<file path="config.mk">
export PLATFORM = sky130hd
export DESIGN_NAME = team_select_ctrl
export DESIGN_NICKNAME = d
export VERILOG_FILES = /design/src/rtl/poke_pkg.sv /design/src/rtl/key_event_gen.sv /design/src/rtl/team_select_ctrl.sv
export SDC_FILE = /design/constraint.sdc
export NUM_CORES = 1
export LEC_CHECK = 0
export ABC_CLOCK_PERIOD_IN_PS = 6200
export BUFFER_PORTS_ARGS = -buffer_cell sky130_fd_sc_hd__buf_2
export CORE_UTILIZATION = 50
export DETAILED_ROUTE_END_ITERATION = 6
export GPL_TIMING_DRIVEN = 0
export PLACE_DENSITY = 0.8
export SLEW_MARGIN = 15
export SYNTH_ARGS = -nofsm -noshare
export SYNTH_HDL_FRONTEND = slang
export SYNTH_HIERARCHICAL = 1
export SYNTH_SLANG_ARGS = --single-unit
</file>
<file path="constraint.sdc">
create_clock -name Clk -period 6.2 [get_ports Clk]
set_input_delay 1.24 -clock Clk [delete_from_list [all_inputs] [get_ports Clk]]
set_output_delay 1.24 -clock Clk [all_outputs]
set_load 0.02 [all_outputs]
</file>
<file path="src/rtl/poke_pkg.sv">
// Shared types and constants for the team-selection screen.
package poke_pkg;

    // Team and chooser-grid geometry
    localparam int TEAM_SIZE = 3;
    localparam int GRID_COLS = 4;
    localparam int GRID_ROWS = 2;
    localparam int COL_W     = $clog2(GRID_COLS);
    localparam int CHOICE_W  = $clog2(GRID_COLS * GRID_ROWS);
    localparam int SLOT_W    = CHOICE_W;
    localparam int TEAM_W    = TEAM_SIZE * SLOT_W;

    // USB HID keycodes the screen reacts to
    localparam logic [7:0] KEY_W     = 8'h1A;
    localparam logic [7:0] KEY_A     = 8'h04;
    localparam logic [7:0] KEY_S     = 8'h16;
    localparam logic [7:0] KEY_D     = 8'h07;
    localparam logic [7:0] KEY_ENTER = 8'h28;
    localparam logic [7:0] KEY_BKSP  = 8'h2A;

    typedef enum logic [1:0] {
        IDLE = 2'd0,
        PICK = 2'd1,
        FULL = 2'd2,
        DONE = 2'd3
    } sel_state_t;

    // Only cursor-movement keys auto-repeat while held
    function automatic logic is_move_key(input logic [7:0] kc);
        return (kc == KEY_W) || (kc == KEY_A) || (kc == KEY_S) || (kc == KEY_D);
    endfunction

    // Return the team vector with slot idx replaced by val
    function automatic logic [TEAM_W-1:0] set_slot(input logic [TEAM_W-1:0] t,
                                                   input logic [1:0]        idx,
                                                   input logic [SLOT_W-1:0] val);
        logic [TEAM_W-1:0] r;
        r = t;
        for (int k = 0; k < TEAM_SIZE; k++) begin
            if (idx == 2'(k)) begin
                r[k*SLOT_W +: SLOT_W] = val;
            end
        end
        return r;
    endfunction

endpackage

</file>
<file path="src/rtl/key_event_gen.sv">
// Turns raw keycodes into per-frame one-hot key events with auto-repeat.
// Events are combinational and valid only on the frame-tick cycle, so the
// consumer's registers update on the same edge as the key-state registers.
module key_event_gen
    import poke_pkg::*;
#(
    parameter int REPEAT_DELAY = 20,
    parameter int REPEAT_RATE  = 6
) (
    input  logic       clk,
    input  logic       rst_n,
    input  logic       frame_clk,
    input  logic [7:0] keycode,
    output logic       ev_up,
    output logic       ev_down,
    output logic       ev_left,
    output logic       ev_right,
    output logic       ev_enter,
    output logic       ev_bksp
);

    localparam int CNT_W = $clog2(REPEAT_DELAY + 1);

    logic             fsync1_q;
    logic             fsync2_q;
    logic             fprev_q;
    logic             frame_tick;
    logic [7:0]       key_prev_q;
    logic [7:0]       key_prev_d;
    logic [CNT_W-1:0] rpt_cnt_q;
    logic [CNT_W-1:0] rpt_cnt_d;
    logic [CNT_W-1:0] cnt_inc;
    logic             fire;

    // frame_clk is foreign to clk: two-flop synchroniser plus edge register
    always_ff @(posedge clk or negedge rst_n) begin
        if (!rst_n) begin
            fsync1_q <= 1'b0;
            fsync2_q <= 1'b0;
            fprev_q  <= 1'b0;
        end else begin
            fsync1_q <= frame_clk;
            fsync2_q <= fsync1_q;
            fprev_q  <= fsync2_q;
        end
    end

    assign frame_tick = fsync2_q & ~fprev_q;

    // Key-state registers: last seen keycode and the hold/repeat counter
    always_ff @(posedge clk or negedge rst_n) begin
        if (!rst_n) begin
            key_prev_q <= 8'h00;
            rpt_cnt_q  <= '0;
        end else begin
            key_prev_q <= key_prev_d;
            rpt_cnt_q  <= rpt_cnt_d;
        end
    end

    // Press / hold / release classification, evaluated once per frame
    always_comb begin
        key_prev_d = key_prev_q;
        rpt_cnt_d  = rpt_cnt_q;
        fire       = 1'b0;
        cnt_inc    = rpt_cnt_q + CNT_W'(1);
        if (frame_tick) begin
            if (keycode == 8'h00) begin
                key_prev_d = 8'h00;
                rpt_cnt_d  = '0;
            end else if (keycode != key_prev_q) begin
                key_prev_d = keycode;
                rpt_cnt_d  = '0;
                fire       = 1'b1;
            end else if (is_move_key(keycode)) begin
                if (cnt_inc == CNT_W'(REPEAT_DELAY)) begin
                    fire      = 1'b1;
                    rpt_cnt_d = CNT_W'(REPEAT_DELAY - REPEAT_RATE);
                end else begin
                    rpt_cnt_d = cnt_inc;
                end
            end
        end
    end

    // One-hot decode; unmapped keycodes fire nothing
    always_comb begin
        ev_up    = fire && (keycode == KEY_W);
        ev_down  = fire && (keycode == KEY_S);
        ev_left  = fire && (keycode == KEY_A);
        ev_right = fire && (keycode == KEY_D);
        ev_enter = fire && (keycode == KEY_ENTER);
        ev_bksp  = fire && (keycode == KEY_BKSP);
    end

endmodule

</file>
<file path="src/rtl/team_select_ctrl.sv">
// Team-selection screen controller: chooser cursor, 3-slot team, confirmation.
module team_select_ctrl
    import poke_pkg::*;
#(
    parameter int REPEAT_DELAY = 20,
    parameter int REPEAT_RATE  = 6
) (
    input  logic                Clk,
    input  logic                Reset,
    input  logic                frame_clk,
    input  logic [7:0]          keycode,
    input  logic                enable,
    output logic [CHOICE_W-1:0] cur_choice,
    output logic [TEAM_W-1:0]   team,
    output logic [1:0]          num_chosen,
    output logic                done_select,
    output logic                confirm_pulse,
    output logic                chooser_active
);

    logic ev_up, ev_down, ev_left, ev_right, ev_enter, ev_bksp;

    sel_state_t          state_q, state_d;
    logic [CHOICE_W-1:0] cur_choice_q, cur_choice_d;
    logic [TEAM_W-1:0]   team_q, team_d;
    logic [1:0]          num_chosen_q, num_chosen_d;
    logic                done_select_q, done_select_d;
    logic                confirm_pulse_q, confirm_pulse_d;
    logic [CHOICE_W-1:0] cur_moved;
    logic [COL_W-1:0]    move_col;
    logic                move_row;
    logic [1:0]          num_inc;
    logic [1:0]          num_dec;

    key_event_gen #(
        .REPEAT_DELAY (REPEAT_DELAY),
        .REPEAT_RATE  (REPEAT_RATE)
    ) u_keys (
        .clk       (Clk),
        .rst_n     (Reset),
        .frame_clk (frame_clk),
        .keycode   (keycode),
        .ev_up     (ev_up),
        .ev_down   (ev_down),
        .ev_left   (ev_left),
        .ev_right  (ev_right),
        .ev_enter  (ev_enter),
        .ev_bksp   (ev_bksp)
    );

    // Cursor after a movement event: W/S swap rows, A/D wrap within the row
    always_comb begin
        move_row = cur_choice_q[CHOICE_W-1];
        move_col = cur_choice_q[COL_W-1:0];
        if (ev_up || ev_down) begin
            move_row = ~move_row;
        end else if (ev_left) begin
            move_col = move_col - COL_W'(1);
        end else if (ev_right) begin
            move_col = move_col + COL_W'(1);
        end
        cur_moved = {move_row, move_col};
    end

    assign num_inc = num_chosen_q + 2'd1;
    assign num_dec = num_chosen_q - 2'd1;

    // Next-state and datapath updates for the selection FSM
    always_comb begin
        state_d         = state_q;
        cur_choice_d    = cur_choice_q;
        team_d          = team_q;
        num_chosen_d    = num_chosen_q;
        done_select_d   = done_select_q;
        confirm_pulse_d = 1'b0;
        if (!enable) begin
            state_d       = IDLE;
            done_select_d = 1'b0;
        end else begin
            case (state_q)
                IDLE: begin
                    state_d      = PICK;
                    team_d       = '0;
                    num_chosen_d = 2'd0;
                    cur_choice_d = '0;
                end
                PICK: begin
                    if (ev_enter) begin
                        team_d       = set_slot(team_q, num_chosen_q, cur_choice_q);
                        num_chosen_d = num_inc;
                        if (num_inc == 2'(TEAM_SIZE)) begin
                            state_d = FULL;
                        end
                    end else if (ev_bksp) begin
                        if (num_chosen_q != 2'd0) begin
                            num_chosen_d = num_dec;
                            team_d       = set_slot(team_q, num_dec, '0);
                        end
                    end else begin
                        cur_choice_d = cur_moved;
                    end
                end
                FULL: begin
                    if (ev_enter) begin
                        state_d         = DONE;
                        done_select_d   = 1'b1;
                        confirm_pulse_d = 1'b1;
                    end else if (ev_bksp) begin
                        state_d      = PICK;
                        num_chosen_d = 2'(TEAM_SIZE - 1);
                        team_d       = set_slot(team_q, 2'(TEAM_SIZE - 1), '0);
                    end
                end
                DONE: begin
                    done_select_d = 1'b1;
                end
                default: begin
                    state_d = IDLE;
                end
            endcase
        end
    end

    // State and output registers
    always_ff @(posedge Clk or negedge Reset) begin
        if (!Reset) begin
            state_q         <= IDLE;
            cur_choice_q    <= '0;
            team_q          <= '0;
            num_chosen_q    <= 2'd0;
            done_select_q   <= 1'b0;
            confirm_pulse_q <= 1'b0;
        end else begin
            state_q         <= state_d;
            cur_choice_q    <= cur_choice_d;
            team_q          <= team_d;
            num_chosen_q    <= num_chosen_d;
            done_select_q   <= done_select_d;
            confirm_pulse_q <= confirm_pulse_d;
        end
    end

    assign cur_choice     = cur_choice_q;
    assign team           = team_q;
    assign num_chosen     = num_chosen_q;
    assign done_select    = done_select_q;
    assign confirm_pulse  = confirm_pulse_q;
    assign chooser_active = (state_q == PICK) || (state_q == FULL);

endmodule

</file>
==> results.yml <==
worst_setup_path:
  path_class: "in -> reg"
  worstPathRequired_ns: 6.37
  r2r-start: "u_keys/rpt_cnt_q[0]$_DFFE_PN0P_"
  timing.rr.end: "team[6]$_DFFE_PN0P_"
  slowest_delay_ns: 0.65
  cp.arrival_ns: 4.20
  crit_start: "keycode[3]"
  crit_fanout: 10
  startpoint_type: "input pin"
  path_delay_family: "simple AND/OR/NAND/NOR gates"
  path_depth: 11
  cp-end-kind: "flop"
  r2r_slack_ns: 3.08
  rr_worst_depth: 11
  path_cells: "buf_2 -> or4_4 -> nor4b_4 -> a21o_2 -> a21oi_1 -> nor4_1 -> buf_6 -> mux2i_1 -> nand2_1 -> nand4_1 -> mux2_2"
  worstSetupEndpoint: "team[6]$_DFFE_PN0P_"
  cp_slowest_cell: "nor4_1"
  worst-path-buf-inv: 2
grt:
  grt_overflow: 0
  antenna_found_initial: 0
  grt_pass1_wl_mm: 6.49
  grt_use_total_pct: 19.8
  grt_max_degree: 35
  grt_pass1_vias: 1432
pwr:
  power.leakage_nw: 1.10
  power_density_mw_per_mm2: 304
  ir_drop_v: 0.000160
cts:
  htreeDepth: 2
  cts-root-buf: "clkbuf_8"
  postCtsResizedCells: 0
  cts_max_path_buffers: 2
  hold_buffers: 0
  clk_pin_slew_worst_paths_ns: 0.07
  cts_buffers: 5
  cts_setup_buffers: 0
  clk_latency_ns: 0.28
  cts_tree: "built"
  clock-sinks: 34
sta:
  rsz0062_at_grt: "no"
  slew_headroom_pct: 50.4
  holdWs_ns: 0.351
  setup_tns_ns: 0
  setup_viol: 0
  clock.fmax_mhz: 248
  period_share_pct: 65.0
  fin_crit_ns: 4.03
  clock_skew_ns: 0.00322
  worst_slew_pin_slew_ns: 0.744
  final-hold-violation-count: 0
  maxSlewViolCount: 0
floorplanning:
  initial_core_util_pct: 52.3
  fp.dieW_um: 66.7
  num_rows: 23
  io_pins: 29
  die-area_mm2: 0.00445
  fp.dieH_um: 66.7
  core_mm2: 0.00400
logic_synthesis:
  yosysSeqAreaShare_pct: 40.6
  async_reset_ff_share_pct: 100
  synthesis.area_mm2: 0.00209
  synth_cell_types: 49
  yosys_warnings: 6
  syn_nets: 218
  ys.flop_type: "dfrtp_1"
  synth_edf_count: 0
  synth.avg_cell_area_um2: 10.7
  ys_ff_latch: 34
  synth_cells: 195
route:
  antenna_left: 0
  drt_pass1_iterations: 6
  wl_per_cell_um: 13.8
  wirelength_mm: 3.84
  first_iter_violations: 69
  vias: 1521
  viasPerCell: 5.47
  drc: 0
cells_and_area:
  seqCellArea_um2: 851
  antenna_cells: 0
  multi_input_area_mm2: 0.00116
  drive_above_1_share_pct: 29.4
  fillCellCount: 325
  layout-area-overhead-vs-synth_pct: 14.2
  nets: 250
min_path:
  holdCritStartpoint: "u_keys/fsync1_q$_DFF_PN0_"
  whs_path_depth: 0
  min_path_type: "reg -> reg"
placement:
  post-dp-hpwl_mm: 2.84
  portBuffers: 25
  gp_congestion: 0.823
status:
  status: "complete, no violations"
job:
  maxCapViolCount: 0
worst min-delay path by stage:
stage	end	slack, ns
after floorplan	u_keys/fsync2_q$_DFF_PN0_	0.33
after global placement	u_keys/fsync2_q$_DFF_PN0_	0.34
after detailed placement	u_keys/fsync2_q$_DFF_PN0_	0.34
after CTS	u_keys/fsync2_q$_DFF_PN0_	0.35
after global routing	u_keys/fsync2_q$_DFF_PN0_	0.35
final	u_keys/fsync2_q$_DFF_PN0_	0.35
where the power goes:
part | switching [mW] | total, mW | internal (mW)
sequential | 0.0249 | 0.272 | 0.247
combinational | 0.145 | 0.257 | 0.112
clock | 0.0798 | 0.198 | 0.118
total | 0.250 | 0.727 | 0.477
registers in the layout, indices dropped and copies added, names as in the netlist:
signal / cells
cur_choice: 3
u_keys/key_prev_q: 8
done_select: 1
u_keys/fsync1_q: 1
num_chosen: 2
u_keys/fprev_q: 1
u_keys/rpt_cnt_q: 5
team: 9
u_keys/fsync2_q: 1
confirm_pulse: 1
state_q: 2
layout by cell type (no fill, tap or decap), types with 3 or more instances in the layout:
cell,netlist,final
o2bb2ai_1,3,3
inv_1,9,9
nor2b_1,4,4
and2_1,5,5
mux2_2,15,15
nor3_1,6,6
a21oi_1,8,8
nand2b_1,5,5
nand2_1,8,8
xor2_1,9,9
nor4_1,4,4
mux2i_1,7,7
clkbuf_8,0,5
dfrtp_1,34,34
buf_2,4,29
o21ai_0,8,8
nor2_1,7,7
ha_1,11,11
mux2_1,4,4
nand3_1,5,5
area by class of cell:
| cell class | count | area share (%) |
|---|---|---|
| Clock buffer | 5 | 2.88 |
| Sequential cell | 34 | 35.6 |
| Tap cell | 50 | 2.62 |
| Timing Repair Buffer | 25 | 5.24 |
| Multi-Input combinational cell | 145 | 48.6 |
| Clock inverter | 3 | 1.68 |
| Inverter | 10 | 1.57 |
| Buffer | 6 | 1.78 |
through the flow:
stage	total power [mW]	instances	worst slack, ns	utilization [%]	cell area (um2)
finish	0.727	278	2.17	59.7	2390
global route	0.779	278	1.99	59.7	2390
CTS	0.736	278	2.17	59.7	2390
detailed placement	0.534	270	1.87	57.0	2280
global placement	0.528	270	1.93	57.0	2280
floorplan	0.468	195	2.24	-	2090
layer usage:
metal	share of wire, %	global-route usage (%)
met1	48	25.1
met2	48	32.2
met3	2.3	4.79
met4	1.9	7.98
met5	0	0
kinds of logic after synthesis:
group / synth area share (%)
fa+ha+maj: 6.57
xor+xnor: 4.60
simple gates: 19.8
flops: 40.6
compound gates: 10.9
mux: 13.6
buf+inv: 3.83
Yosys cell counts (all sizes together) (2+ instances only):
master    n  share of area, %
dfrtp    34                41
mux2     19                10
ha       11               6.6
inv      10               1.8
o21ai    10               2.6
a21oi     9               2.3
xor2      9               3.8
nand2     8               1.4
mux2i     7               3.3
nor2      7               1.3
buf       6               2.0
nor3      6               1.4
and2      5               1.5
nand2b    5               1.5
nand3     5               1.2
nor2b     4               1.2
nor4      4               1.2
o2bb2ai   3               1.3
or3       3               1.2
or4b      3               1.6
a21o      2              0.78
and3      2              0.60
nand3b    2              0.72
nand4     2              0.60
nand4b    2              0.84
nor3b     2              0.72
o32ai     2               1.6
or4       2              0.90
xnor2     2              0.84
Note: power is estimated with default switching activity, not from simulation.
